**src/rtl/prbs_cfg_if.sv**
```systemverilog
// Configuration handshake bundle between the button controller and the PRBS
// generator. The controller drives the configuration and valid; the
// generator answers with ready.
interface prbs_cfg_if #(
  parameter int MODE_W  = 2,
  parameter int SPEED_W = 3
) ();
  logic [MODE_W-1:0]  cfg_mode;
  logic [SPEED_W-1:0] cfg_speed;
  logic               cfg_run;
  logic               cfg_reseed;
  logic               cfg_valid;
  logic               cfg_ready;

  modport master (
    output cfg_mode, cfg_speed, cfg_run, cfg_reseed, cfg_valid,
    input  cfg_ready
  );

  modport slave (
    input  cfg_mode, cfg_speed, cfg_run, cfg_reseed, cfg_valid,
    output cfg_ready
  );
endinterface

```
**src/rtl/prbs_btn_ctrl.sv**
```systemverilog
// Front-panel controller for the PRBS LED design. Three raw buttons are
// synchronised, debounced and classified as short or long presses. The
// resulting events are latched in sticky pending bits, arbitrated by fixed
// priority and turned into one configuration transaction each.
module prbs_btn_ctrl #(
  parameter int DEB_CNT    = 1024,
  parameter int LONG_CNT   = 1000000,
  parameter int NUM_MODES  = 4,
  parameter int NUM_SPEEDS = 8,
  parameter int SPEED_RST  = 3
) (
  input  logic         clk,
  input  logic         rst_n,
  input  logic [2:0]   btn,
  prbs_cfg_if.master   cfg
);

  localparam int MODE_W  = (NUM_MODES  > 1) ? $clog2(NUM_MODES)  : 1;
  localparam int SPEED_W = (NUM_SPEEDS > 1) ? $clog2(NUM_SPEEDS) : 1;
  localparam int DEB_W   = (DEB_CNT    > 1) ? $clog2(DEB_CNT)    : 1;
  localparam int LONG_W  = (LONG_CNT   > 1) ? $clog2(LONG_CNT)   : 1;

  localparam logic [1:0] ST_INIT = 2'd0;
  localparam logic [1:0] ST_IDLE = 2'd1;
  localparam logic [1:0] ST_SEND = 2'd2;

  // Pending bit layout: {L2,S2,L1,S1,L0,S0}; higher index = higher priority.
  logic [2:0]         short_evt;
  logic [2:0]         long_evt;
  logic [5:0]         set_vec;
  logic [5:0]         pend_reg;
  logic [5:0]         grant;
  logic [5:0]         clr_vec;

  logic [1:0]         state_reg;
  logic [MODE_W-1:0]  mode_reg;
  logic [SPEED_W-1:0] speed_reg;
  logic               run_reg;
  logic               reseed_reg;
  logic               valid_reg;

  genvar gi;
  generate
    for (gi = 0; gi < 3; gi++) begin : g_btn
      logic              sync1_reg;
      logic              sync2_reg;
      logic              stable_reg;
      logic              stable_d_reg;
      logic              long_done_reg;
      logic [DEB_W-1:0]  deb_cnt_reg;
      logic [LONG_W-1:0] hold_cnt_reg;
      logic              flip;
      logic              flip_up;
      logic              long_hit;

      // The DEB_CNT-th consecutive disagreement flips the debounced state.
      assign flip     = (sync2_reg != stable_reg) && (deb_cnt_reg == DEB_W'(DEB_CNT - 1));
      assign flip_up  = flip && !stable_reg;
      // Long fires once per press, on the cycle the hold count saturates.
      assign long_hit = stable_reg && (hold_cnt_reg == LONG_W'(LONG_CNT - 1)) && !long_done_reg;

      assign long_evt[gi]    = long_hit;
      assign short_evt[gi]   = stable_d_reg && !stable_reg && !long_done_reg;
      assign set_vec[2*gi]   = short_evt[gi];
      assign set_vec[2*gi+1] = long_evt[gi];

      // Two-flop synchroniser for the asynchronous button input.
      always_ff @(posedge clk or negedge rst_n) begin
        if (!rst_n) begin
          sync1_reg <= 1'b0;
          sync2_reg <= 1'b0;
        end else begin
          sync1_reg <= btn[gi];
          sync2_reg <= sync1_reg;
        end
      end

      // Debounce: count consecutive disagreeing cycles, flip on the last one.
      always_ff @(posedge clk or negedge rst_n) begin
        if (!rst_n) begin
          stable_reg  <= 1'b0;
          deb_cnt_reg <= '0;
        end else if (sync2_reg != stable_reg) begin
          if (flip) begin
            stable_reg  <= ~stable_reg;
            deb_cnt_reg <= '0;
          end else begin
            deb_cnt_reg <= deb_cnt_reg + DEB_W'(1);
          end
        end else begin
          deb_cnt_reg <= '0;
        end
      end

      // Hold counter and long-press bookkeeping; both restart on a new press.
      always_ff @(posedge clk or negedge rst_n) begin
        if (!rst_n) begin
          stable_d_reg  <= 1'b0;
          hold_cnt_reg  <= '0;
          long_done_reg <= 1'b0;
        end else begin
          stable_d_reg <= stable_reg;
          if (flip_up) begin
            hold_cnt_reg  <= '0;
            long_done_reg <= 1'b0;
          end else begin
            if (stable_reg && (hold_cnt_reg != LONG_W'(LONG_CNT - 1)))
              hold_cnt_reg <= hold_cnt_reg + LONG_W'(1);
            if (long_hit)
              long_done_reg <= 1'b1;
          end
        end
      end
    end
  endgenerate

  // Fixed-priority arbiter: the highest set pending bit wins.
  always_comb begin
    grant = '0;
    for (int i = 0; i < 6; i++) begin
      if (pend_reg[i]) begin
        grant    = '0;
        grant[i] = 1'b1;
      end
    end
  end

  assign clr_vec = (state_reg == ST_IDLE) ? grant : 6'd0;

  // Sticky pending bits; a new event wins over a same-cycle clear.
  always_ff @(posedge clk or negedge rst_n) begin
    if (!rst_n)
      pend_reg <= '0;
    else
      pend_reg <= (pend_reg & ~clr_vec) | set_vec;
  end

  // Transaction FSM: announce reset config, then one event per transaction.
  always_ff @(posedge clk or negedge rst_n) begin
    if (!rst_n) begin
      state_reg  <= ST_INIT;
      mode_reg   <= '0;
      speed_reg  <= SPEED_W'(SPEED_RST);
      run_reg    <= 1'b1;
      reseed_reg <= 1'b0;
      valid_reg  <= 1'b0;
    end else begin
      case (state_reg)
        ST_INIT: begin
          valid_reg <= 1'b1;
          state_reg <= ST_SEND;
        end
        ST_IDLE: begin
          if (|pend_reg) begin
            valid_reg  <= 1'b1;
            state_reg  <= ST_SEND;
            reseed_reg <= 1'b0;
            if (grant[5]) begin
              run_reg    <= 1'b1;
              reseed_reg <= 1'b1;
            end else if (grant[4]) begin
              run_reg <= ~run_reg;
            end else if (grant[3]) begin
              speed_reg <= SPEED_W'(SPEED_RST);
            end else if (grant[2]) begin
              speed_reg <= (speed_reg == SPEED_W'(NUM_SPEEDS - 1)) ? '0 : speed_reg + SPEED_W'(1);
            end else if (grant[1]) begin
              mode_reg <= '0;
            end else begin
              mode_reg <= (mode_reg == MODE_W'(NUM_MODES - 1)) ? '0 : mode_reg + MODE_W'(1);
            end
          end
        end
        ST_SEND: begin
          if (cfg.cfg_ready) begin
            valid_reg <= 1'b0;
            state_reg <= ST_IDLE;
          end
        end
        default: state_reg <= ST_IDLE;
      endcase
    end
  end

  assign cfg.cfg_mode   = mode_reg;
  assign cfg.cfg_speed  = speed_reg;
  assign cfg.cfg_run    = run_reg;
  assign cfg.cfg_reseed = reseed_reg;
  assign cfg.cfg_valid  = valid_reg;

endmodule
```
**src/flat_wrapper.sv**
```systemverilog
// flat-port wrapper written by rule: the top's interface ports become plain ports
module prbs_btn_ctrl_flat 
#(
  parameter int DEB_CNT    = 1024,
  parameter int LONG_CNT   = 1000000,
  parameter int NUM_MODES  = 4,
  parameter int NUM_SPEEDS = 8,
  parameter int SPEED_RST  = 3
)
  (clk, rst_n, btn, cfg_cfg_mode, cfg_cfg_speed, cfg_cfg_run, cfg_cfg_reseed, cfg_cfg_valid, cfg_cfg_ready);
  prbs_cfg_if cfg_i ();
  input  logic clk;
  input  logic rst_n;
  input  logic [2:0] btn;
  output wire logic [$bits(cfg_i.cfg_mode)-1:0] cfg_cfg_mode;
  output wire logic [$bits(cfg_i.cfg_speed)-1:0] cfg_cfg_speed;
  output wire logic [$bits(cfg_i.cfg_run)-1:0] cfg_cfg_run;
  output wire logic [$bits(cfg_i.cfg_reseed)-1:0] cfg_cfg_reseed;
  output wire logic [$bits(cfg_i.cfg_valid)-1:0] cfg_cfg_valid;
  input wire logic [$bits(cfg_i.cfg_ready)-1:0] cfg_cfg_ready;
  assign cfg_cfg_mode = cfg_i.cfg_mode;
  assign cfg_cfg_speed = cfg_i.cfg_speed;
  assign cfg_cfg_run = cfg_i.cfg_run;
  assign cfg_cfg_reseed = cfg_i.cfg_reseed;
  assign cfg_cfg_valid = cfg_i.cfg_valid;
  assign cfg_i.cfg_ready = cfg_cfg_ready;
  prbs_btn_ctrl #(.DEB_CNT(DEB_CNT), .LONG_CNT(LONG_CNT), .NUM_MODES(NUM_MODES), .NUM_SPEEDS(NUM_SPEEDS), .SPEED_RST(SPEED_RST)) u_core (.clk(clk), .rst_n(rst_n), .btn(btn), .cfg(cfg_i));
endmodule
```
**config.mk**
```make
export PLATFORM = sky130hd
export DESIGN_NAME = prbs_btn_ctrl_flat
export DESIGN_NICKNAME = d
export VERILOG_FILES = /design/src/rtl/prbs_cfg_if.sv /design/src/rtl/prbs_btn_ctrl.sv /design/src/flat_wrapper.sv
export SDC_FILE = /design/constraint.sdc
export NUM_CORES = 1
export LEC_CHECK = 0
export CAP_MARGIN = 25
export CORE_MARGIN = 4
export CORE_UTILIZATION = 45
export DETAILED_ROUTE_END_ITERATION = 10
export PLACE_DENSITY = 0.61
export SLEW_MARGIN = 20
export SYNTH_ARGS = -nofsm -noshare
export SYNTH_HDL_FRONTEND = slang
export SYNTH_SLANG_ARGS = --single-unit
export TNS_END_PERCENT = 50
```
**constraint.sdc**
```tcl
create_clock -name clk -period 3.65 [get_ports clk]
set_input_delay 0.5475 -clock clk [delete_from_list [all_inputs] [get_ports clk]]
set_output_delay 0.5475 -clock clk [all_outputs]
set_load 0.01 [all_outputs]
```
; ---- Yosys cells after proc, flatten, opt, wreduce, memory -nomap -nowiden
; Index checks and enable logic that the tools add are counted.
[word_totals]
ff_bits = 121
output_inout_bits = 8
input_bits = 6
elab_cells = 151
[classes]
bitwise = 11
n_reduce_logical = 47
n_addsub = 8
n_mux = 39
n_eq_ne = 18
[ops]
columns = op, n
row1 = 20-bit two-way mux, 6
row2 = "20-bit by 1-bit adder with 20-bit output, second input constant", 3
row3 = "20-bit == test, second input constant", 3
row4 = 10-bit two-way mux, 6
row5 = "20-bit != test, second input constant", 3
row6 = "10-bit by 1-bit adder with 10-bit output, second input constant", 3
row7 = "10-bit == test, second input constant", 3
row8 = 1-bit logical AND, 21
row9 = 2-bit nonzero test, 8
row10 = 1-bit two-way mux, 12
row11 = 3-bit two-way mux, 4
row12 = 6-bit two-way mux, 2
row13 = 2-bit two-way mux, 5
row14 = 2-bit AND reduction, 5
row15 = 1-bit inverter, 8
row16 = 6-bit bitwise AND, 1
row17 = 1-bit logical NOT, 6
row18 = 6-bit inverter, 1
row19 = 6-bit bitwise OR, 1
row20 = 2-bit case mux with 3 select lines, 1
row21 = 3-bit AND reduction, 2
row22 = 6-bit AND reduction, 1
row23 = 6-bit OR reduction, 1
row24 = 5-bit two-way mux, 1
row25 = other kinds (12), 16

; ---- Logic depth before layout (Yosys ltp)
; Gate-level depths: netlist of the first run.
[logic_depth]
depth_word = 10
ltp_mapped = 6
mapped_depth_nobuf = 6

; ---- Least setup slack after synthesis of the first run
; No wires, ideal clock.
[synth_timing]
kind = flip-flop to flip-flop
startpoint = reg u_core.g_btn[2].hold_cnt_reg[12]
endpoint = reg u_core.g_btn[2].hold_cnt_reg[9]
path_stages_with_launch = 6
setup_ns = 0.127
n_path_buf = 0
setup_slack_ns = 1.551
required_time_ns = 3.523
synth_period_minus_slack_ns = 2.099
arrival_time_ns = 1.972
cell_sequence = dfrtp_1 or4_4 nor4_4 a211oi_2 nand4_1 mux2_1
[synth_between]
elab_chain_len = 3
[synth_rtl]
columns = item, line
row1 = "start, declared", prbs_btn_ctrl.sv:51  ; logic [LONG_W-1:0] hold_cnt_reg;
row2 = "start signal, assigned", prbs_btn_ctrl.sv:108  ; hold_cnt_reg <= hold_cnt_reg + LONG_W'(1);
row3 = 20-bit != test, prbs_btn_ctrl.sv:107  ; if (stable_reg && (hold_cnt_reg != LONG_W'(LONG_CNT - 1)))
row4 = 1-bit logical AND, prbs_btn_ctrl.sv:107
row5 = 2-bit nonzero test (no line), -
; Every way passes these cells.
; A chain may end at the register's enable or synchronous reset.

; ---- Final worst setup path of the first run
[layout_timing]
startpoint = reg u_core.g_btn[0].deb_cnt_reg[0]
endpoint = reg u_core.g_btn[0].hold_cnt_reg[2]
[layout_between]
elab_chain_len = 4
elab_cells_between_ends = 5
cone_classes = 1 x eq/ne / 1 x mux / 3 x reduce/logical
[layout_rtl]
columns = item, line
row1 = "start, declared", prbs_btn_ctrl.sv:50  ; logic [DEB_W-1:0] deb_cnt_reg;
row2 = "start signal, assigned", prbs_btn_ctrl.sv:88  ; deb_cnt_reg <= deb_cnt_reg + DEB_W'(1);
row3 = 10-bit == test *, prbs_btn_ctrl.sv:57  ; assign flip = (sync2_reg != stable_reg) && (deb_cnt_reg == DEB_W'(DEB_CNT - 1));
row4 = 1-bit logical AND *, prbs_btn_ctrl.sv:57
row5 = 1-bit logical AND *, prbs_btn_ctrl.sv:58  ; assign flip_up = flip && !stable_reg;
row6 = 20-bit two-way mux or 2-bit nonzero test (tied branches), -
row7 = "end signal, assigned", prbs_btn_ctrl.sv:108
row8 = "end, declared", prbs_btn_ctrl.sv:51
; Every way passes the cells marked *; elsewhere a longest branch is shown, timed or not.

==> out/qor.txt, run 1 <==
Outcome = finished, final reports clean
CTS Buffer Depth = 2
Die Area = 14700 µm²
Max-cap violations = 0
DP Worst Slack = 1200 ps
Req. time, crit path = 3890 ps
Clock transition at path regs = 60 ps
IO Port Bufs = 13
Clock Latency Late Sink = 420 ps
GR Util All Layers = 16.2%
Crit-path max FO = 16
Placed cell areas = 6100 µm²
Cell breakdown of the critical path = ha_1 -> nand3_1 -> or4_4 -> nor3b_2 -> o22ai_1
Most common library cells after synthesis = 118 x dfrtp_1, 85 x nor2_1, 57 x nand2_1, 33 x xor2_1, 29 x nand3_1
CP endpoint kind = flip-flop
First-pass GRT wire length = 19100 µm
Drt pass-1 iters = 4
Area Growth Syn to Fin = 15.8%
LEAKAGE = 2.99 nW
Slowest CP cell = nor3b_2
Ys async rst share = 100%
Total power = 3.17 mW
Fin crit period = 2440 ps
Worst path bufs/invs = 0
Min-delay worst type = primary input to async pin
Most instantiated library cell after synthesis = dfrtp_1
Seq/Total Area, Yosys = 52.4%
Top FF cell, synth = dfrtp_1
Ys Warns = 0
ANT cells = 0
CORE AREA = 12600 µm²
CTS tree = built
#FFs+latches synth = 121
Initial antenna violation count = 0
Number of global-route vias before repair = 4178
Final wirelength = 10400 µm
Design area = 6690 µm²
CTS Buf Count = 17
Netlist cell types = 50
RSZ-0062 raised after global routing = false
EDFF count, synth = 0
Pin count of the biggest net entering global routing = 84
Setup violators final = 0
Crit path kind = flip-flop to flip-flop
Dpl hpwl = 6920 µm
Mapped cell area = 5780 µm²
CTS Root Buffer Type = clkbuf_16
Max-Slew Margin vs Limit = 36.2%
Vias = 4068
DRC violations left = 0
Syn_nets = 590
CTS sink count = 121
Post-CTS Setup Inserts = 0
Hold-fix buffers, CTS = 0
First DRT Iteration DRCs = 162
Share of cells above drive strength 1 = 10.0%
Setup Skew = 4.73 ps
FP Rows = 41
Final #Nets = 610
Ports = 14
Cells after Synth = 575
Die Ht = 121 µm
Avg Cell Area, Syn = 10.1 µm²
Area contributors post-synth = dfrtp_1 51%, nor2_1 5.5%, xor2_1 5.0%
Fin. max-slew vios = 0
Max Clock Freq = 0.410 GHz
Max incr delay on CP = 810 ps
Antenna Nets Post-Route = 0
Per-cell routed wire length = 13.3 µm
Via density per instance = 5.22
Crit path DAT = 2680 ps
Total Neg Setup Slack = 0 ps
Synth area leader = dfrtp_1
Die X-Extent = 121 µm
Worst Tran Pin Value = 953 ps
Setup ws final = 1210 ps
Initial core utilization = 45.8%
Max reg flops = 60
Fin crit share = 66.9%
Filler instances = 1147
Placer Congestion = 0.789
Top-area cell type share of the netlist area = 51.1%
Hold Vio Cnt, Final = 0
Peak VDD IR = 367 µV
H-tree levels = 4
CP Launch Type = flip-flop
Pwr Density = 474 nW/µm²
CP top delay family = simple AND/OR/NAND/NOR gates
Post_cts resized = 0
Grt ovf = 0
[cell families (layout without fill, tap and decap cells)]
group           count (synthesis)  in the layout  synth area share [%]
buf+inv                        29             62                  1.97
flops                         121            121                  52.4
mux                            17             17                  3.18
xor+xnor                       58             58                  8.78
fa+ha+maj                       9              9                  1.95
compound gates                 55             55                  5.73
simple gates                  286            286                  26.0
[per-layer routing]
layer	GRT usage, %	wire length (µm)	vias up
met5	0	0	-
li1	-	-	2051
met3	5.03	334	17
met2	24.9	4780	51
met4	6.93	214	0
met1	21.3	5040	1949
[through the flow]
stage / hold slack, ps / instances / utilization, %
final: 94.5 / 780 / 53.0
after global routing: 128 / 780 / 53.0
after detailed placement: 335 / 748 / 48.4
after CTS: 109 / 780 / 53.0
after floorplan: 252 / 575 / -
after global placement: 332 / 748 / 48.4
[power breakdown]
group / internal [mW] / total, mW / switching [mW]
clock network: 1.05 / 1.64 / 0.590
registers: 1.37 / 1.39 / 0.0217
logic: 0.0471 / 0.138 / 0.0909
[cell usage in the layout, fill, tap and decap left out, types with 5 or more instances in the layout]
| master | Yosys | final |
|---|---|---|
| inv_1 | 15 | 15 |
| and4_1 | 6 | 6 |
| nand2b_1 | 8 | 8 |
| nand3_1 | 29 | 29 |
| nor2_1 | 85 | 85 |
| xor2_1 | 33 | 33 |
| nor2b_1 | 10 | 10 |
| mux2i_1 | 6 | 6 |
| nor3_1 | 14 | 14 |
| or3_1 | 9 | 9 |
| dfrtp_1 | 118 | 118 |
| clkdlybuf4s50_1 | 0 | 12 |
| nand4_1 | 24 | 24 |
| xnor2_1 | 25 | 25 |
| clkinvlp_4 | 0 | 5 |
| o21ai_0 | 20 | 20 |
| mux2_2 | 10 | 10 |
| nand2_1 | 57 | 57 |
| ha_1 | 9 | 9 |
| and3_1 | 11 | 11 |
| a21oi_1 | 17 | 17 |
| nor4_1 | 9 | 8 |
| clkbuf_16 | 0 | 17 |
[worst paths after layout]
check,start,end,slack [ps],cells after the start
max,u_core.g_btn[0].deb_cnt_reg[0],u_core.g_btn[0].hold_cnt_reg[2],1210,5
min,rst_n,u_core.g_btn[0].hold_cnt_reg[1],90,1
max reg2reg,u_core.g_btn[0].deb_cnt_reg[0],u_core.g_btn[0].hold_cnt_reg[2],1210,5
min reg2reg,u_core.g_btn[0].sync1_reg,u_core.g_btn[0].sync2_reg,350,0
max in group asynchronous,rst_n,u_core.cfg.cfg_run,2730,2
min in group clk,u_core.g_btn[0].sync1_reg,u_core.g_btn[0].sync2_reg,350,0
[area by class of cell]
| cell class | count | area, µm² | share of cell area, % |
|---|---|---|---|
| clock buffers | 21 | 470 | 7.03 |
| well taps | 172 | 215 | 3.21 |
| flip-flops and latches | 121 | 3030 | 45.3 |
| clock inverters | 11 | 121 | 1.81 |
| multi-input cells | 425 | 2640 | 39.5 |
| inverters | 15 | 56.3 | 0.841 |
| repair buffers | 15 | 155 | 2.32 |
Power figures use the tool's default switching activity.
==> inputs of run 2 (changes only) <==
==> constraint.sdc (replaced) <==
create_clock -name clk -period 2.4 [get_ports clk]
set_input_delay 0.36 -clock clk [delete_from_list [all_inputs] [get_ports clk]]
set_output_delay 0.36 -clock clk [all_outputs]
set_load 0.01 [all_outputs]
==> run 2 against run 1 <==
Effect of this change:
- cell area increased by 0.92%
- register-to-register slack worse by 1000 ps
- clock power is 47% higher
- fmax rose by 9.5%
- non-clock buffer count up 9
- flip-flop and latch count is the same
==> out/qor.txt, run 2 (same netlist as run 1, synthesis figures left out) <==
Hold slack = 345 ps
Pwr Density = 703 nW/µm²
CP top delay family = simple AND/OR/NAND/NOR gates
CTS Buffer Depth = 2
Share of cells above drive strength 1 = 10.9%
Post_cts resized = 0
Total Neg Setup Slack = 0 ps
Max-Slew Margin vs Limit = 50.3%
First-pass GRT wire length = 18900 µm
Cell breakdown of the critical path = or4_4 -> nor4_4 -> a21boi_1 -> nand4_1 -> mux2_2
Die X-Extent = 121 µm
Placer Congestion = 0.805
RSZ-0062 raised after global routing = false
LEAKAGE = 3.05 nW
Outcome = finished, final reports clean
Max incr delay on CP = 570 ps
Pin count of the biggest net entering global routing = 66
H-tree levels = 4
Max reg flops = 60
First DRT Iteration DRCs = 247
Setup Skew = 9.04 ps
CTS Root Buffer Type = clkbuf_16
ANT cells = 0
Crit-path max FO = 6
IO Port Bufs = 13
Fin. max-slew vios = 0
Worst Tran Pin Value = 739 ps
Crit path kind = flip-flop to flip-flop
GR Util All Layers = 16.0%
Area Growth Syn to Fin = 16.8%
Commonest non-fill, non-tap cell in the layout = dfrtp_1
Die Ht = 121 µm
Clock transition at path regs = 50 ps
Antenna Nets Post-Route = 0
Clock Latency Late Sink = 410 ps
Dpl hpwl = 7110 µm
Vias = 4138
Peak VDD IR = 454 µV
Slowest CP cell = or4_4
CTS sink count = 121
Design area = 6760 µm²
Placed cell areas = 6170 µm²
Setup violators final = 0
Fin crit share = 92.8%
Min-delay worst type = flip-flop to flip-flop
Per-cell routed wire length = 13.4 µm
DRC violations left = 0
Drt pass-1 iters = 4
Initial core utilization = 45.8%
Max-cap violations = 0
FP Rows = 41
Initial antenna violation count = 0
Via density per instance = 5.24
Ports = 14
CTS Buf Count = 17
Crit path DAT = 2520 ps
CP Launch Type = flip-flop
Hold Vio Cnt, Final = 0
Die Area = 14700 µm²
Fin crit period = 2230 ps
Number of global-route vias before repair = 4124
Max Clock Freq = 0.449 GHz
Filler instances = 1139
Hold-fix buffers, CTS = 1
Setup ws final = 172 ps
DP Worst Slack = 169 ps
Worst path bufs/invs = 0
Req. time, crit path = 2690 ps
Final #Nets = 619
Most frequent cells in the layout = 118 x dfrtp_1, 85 x nor2_1, 57 x nand2_1
CTS tree = built
Total power = 4.75 mW
CP endpoint kind = flip-flop
CORE AREA = 12600 µm²
Final wirelength = 10600 µm
Grt ovf = 0
Post-CTS Setup Inserts = 0
[run 2: worst paths after layout]
check                                                start                               end  slack [ps]  depth (start not counted)
max                        u_core.g_btn[1].hold_cnt_reg[7]   u_core.g_btn[1].hold_cnt_reg[7]         170                          5
min                              u_core.g_btn[1].sync1_reg         u_core.g_btn[1].sync2_reg         340                          0
max reg2reg                u_core.g_btn[1].hold_cnt_reg[7]   u_core.g_btn[1].hold_cnt_reg[7]         170                          5
min reg2reg                      u_core.g_btn[1].sync1_reg         u_core.g_btn[1].sync2_reg         340                          0
max in group asynchronous                            rst_n  u_core.g_btn[2].hold_cnt_reg[18]        1280                          3
min in group asynchronous                            rst_n  u_core.g_btn[0].hold_cnt_reg[12]         410                          2
[run 2: power by group]
part / switching [mW] / internal [mW] / total (mW)
Sequential: 0.0320 / 2.09 / 2.12
Clock: 0.862 / 1.55 / 2.41
Combinational: 0.141 / 0.0737 / 0.214
Total: 1.03 / 3.71 / 4.75
[run 2: metal layers]
layer / vias to the layer above / GRT usage [%] / part of all wire, %
li1: 2067 / - / -
met1: 2012 / 20.6 / 49
met2: 45 / 25.2 / 46
met3: 14 / 4.66 / 2.7
met4: 0 / 6.65 / 2.1
met5: - / 0 / 0
[run 2: final cells by class]
class	count	area, µm²	share of cell area [%]
tap	172	215	3.19
timing repair buffer	24	238	3.52
sequential	121	3030	44.9
multi-input combinational	425	2640	39.1
clock buffer	25	505	7.48
clock inverter	7	65.1	0.963
inverter	15	56.3	0.833
[run 2: worst reg2reg max path, stage by stage, from the launching register on]
cell	delay, ps
dfrtp_1	400
or4_4	570
nor4_4	420
a21boi_1	230
nand4_1	150
mux2_2	340
[run 2: metrics by stage]
step,cells,utilization [%]
CTS,789,53.5
global placement,756,48.9
detailed placement,756,48.9
floorplan,575,-
global route,789,53.5
finish,789,53.5
==> inputs of run 3 (changes only) <==
--- a/config.mk
+++ b/config.mk
@@ -14,4 +14,4 @@
 export SYNTH_ARGS = -nofsm -noshare
 export SYNTH_HDL_FRONTEND = slang
 export SYNTH_SLANG_ARGS = --single-unit
-export TNS_END_PERCENT = 50
+export TNS_END_PERCENT = 10
==> results of run 3 <==
Final layout, timing and power as in run 2 (identical DEF).
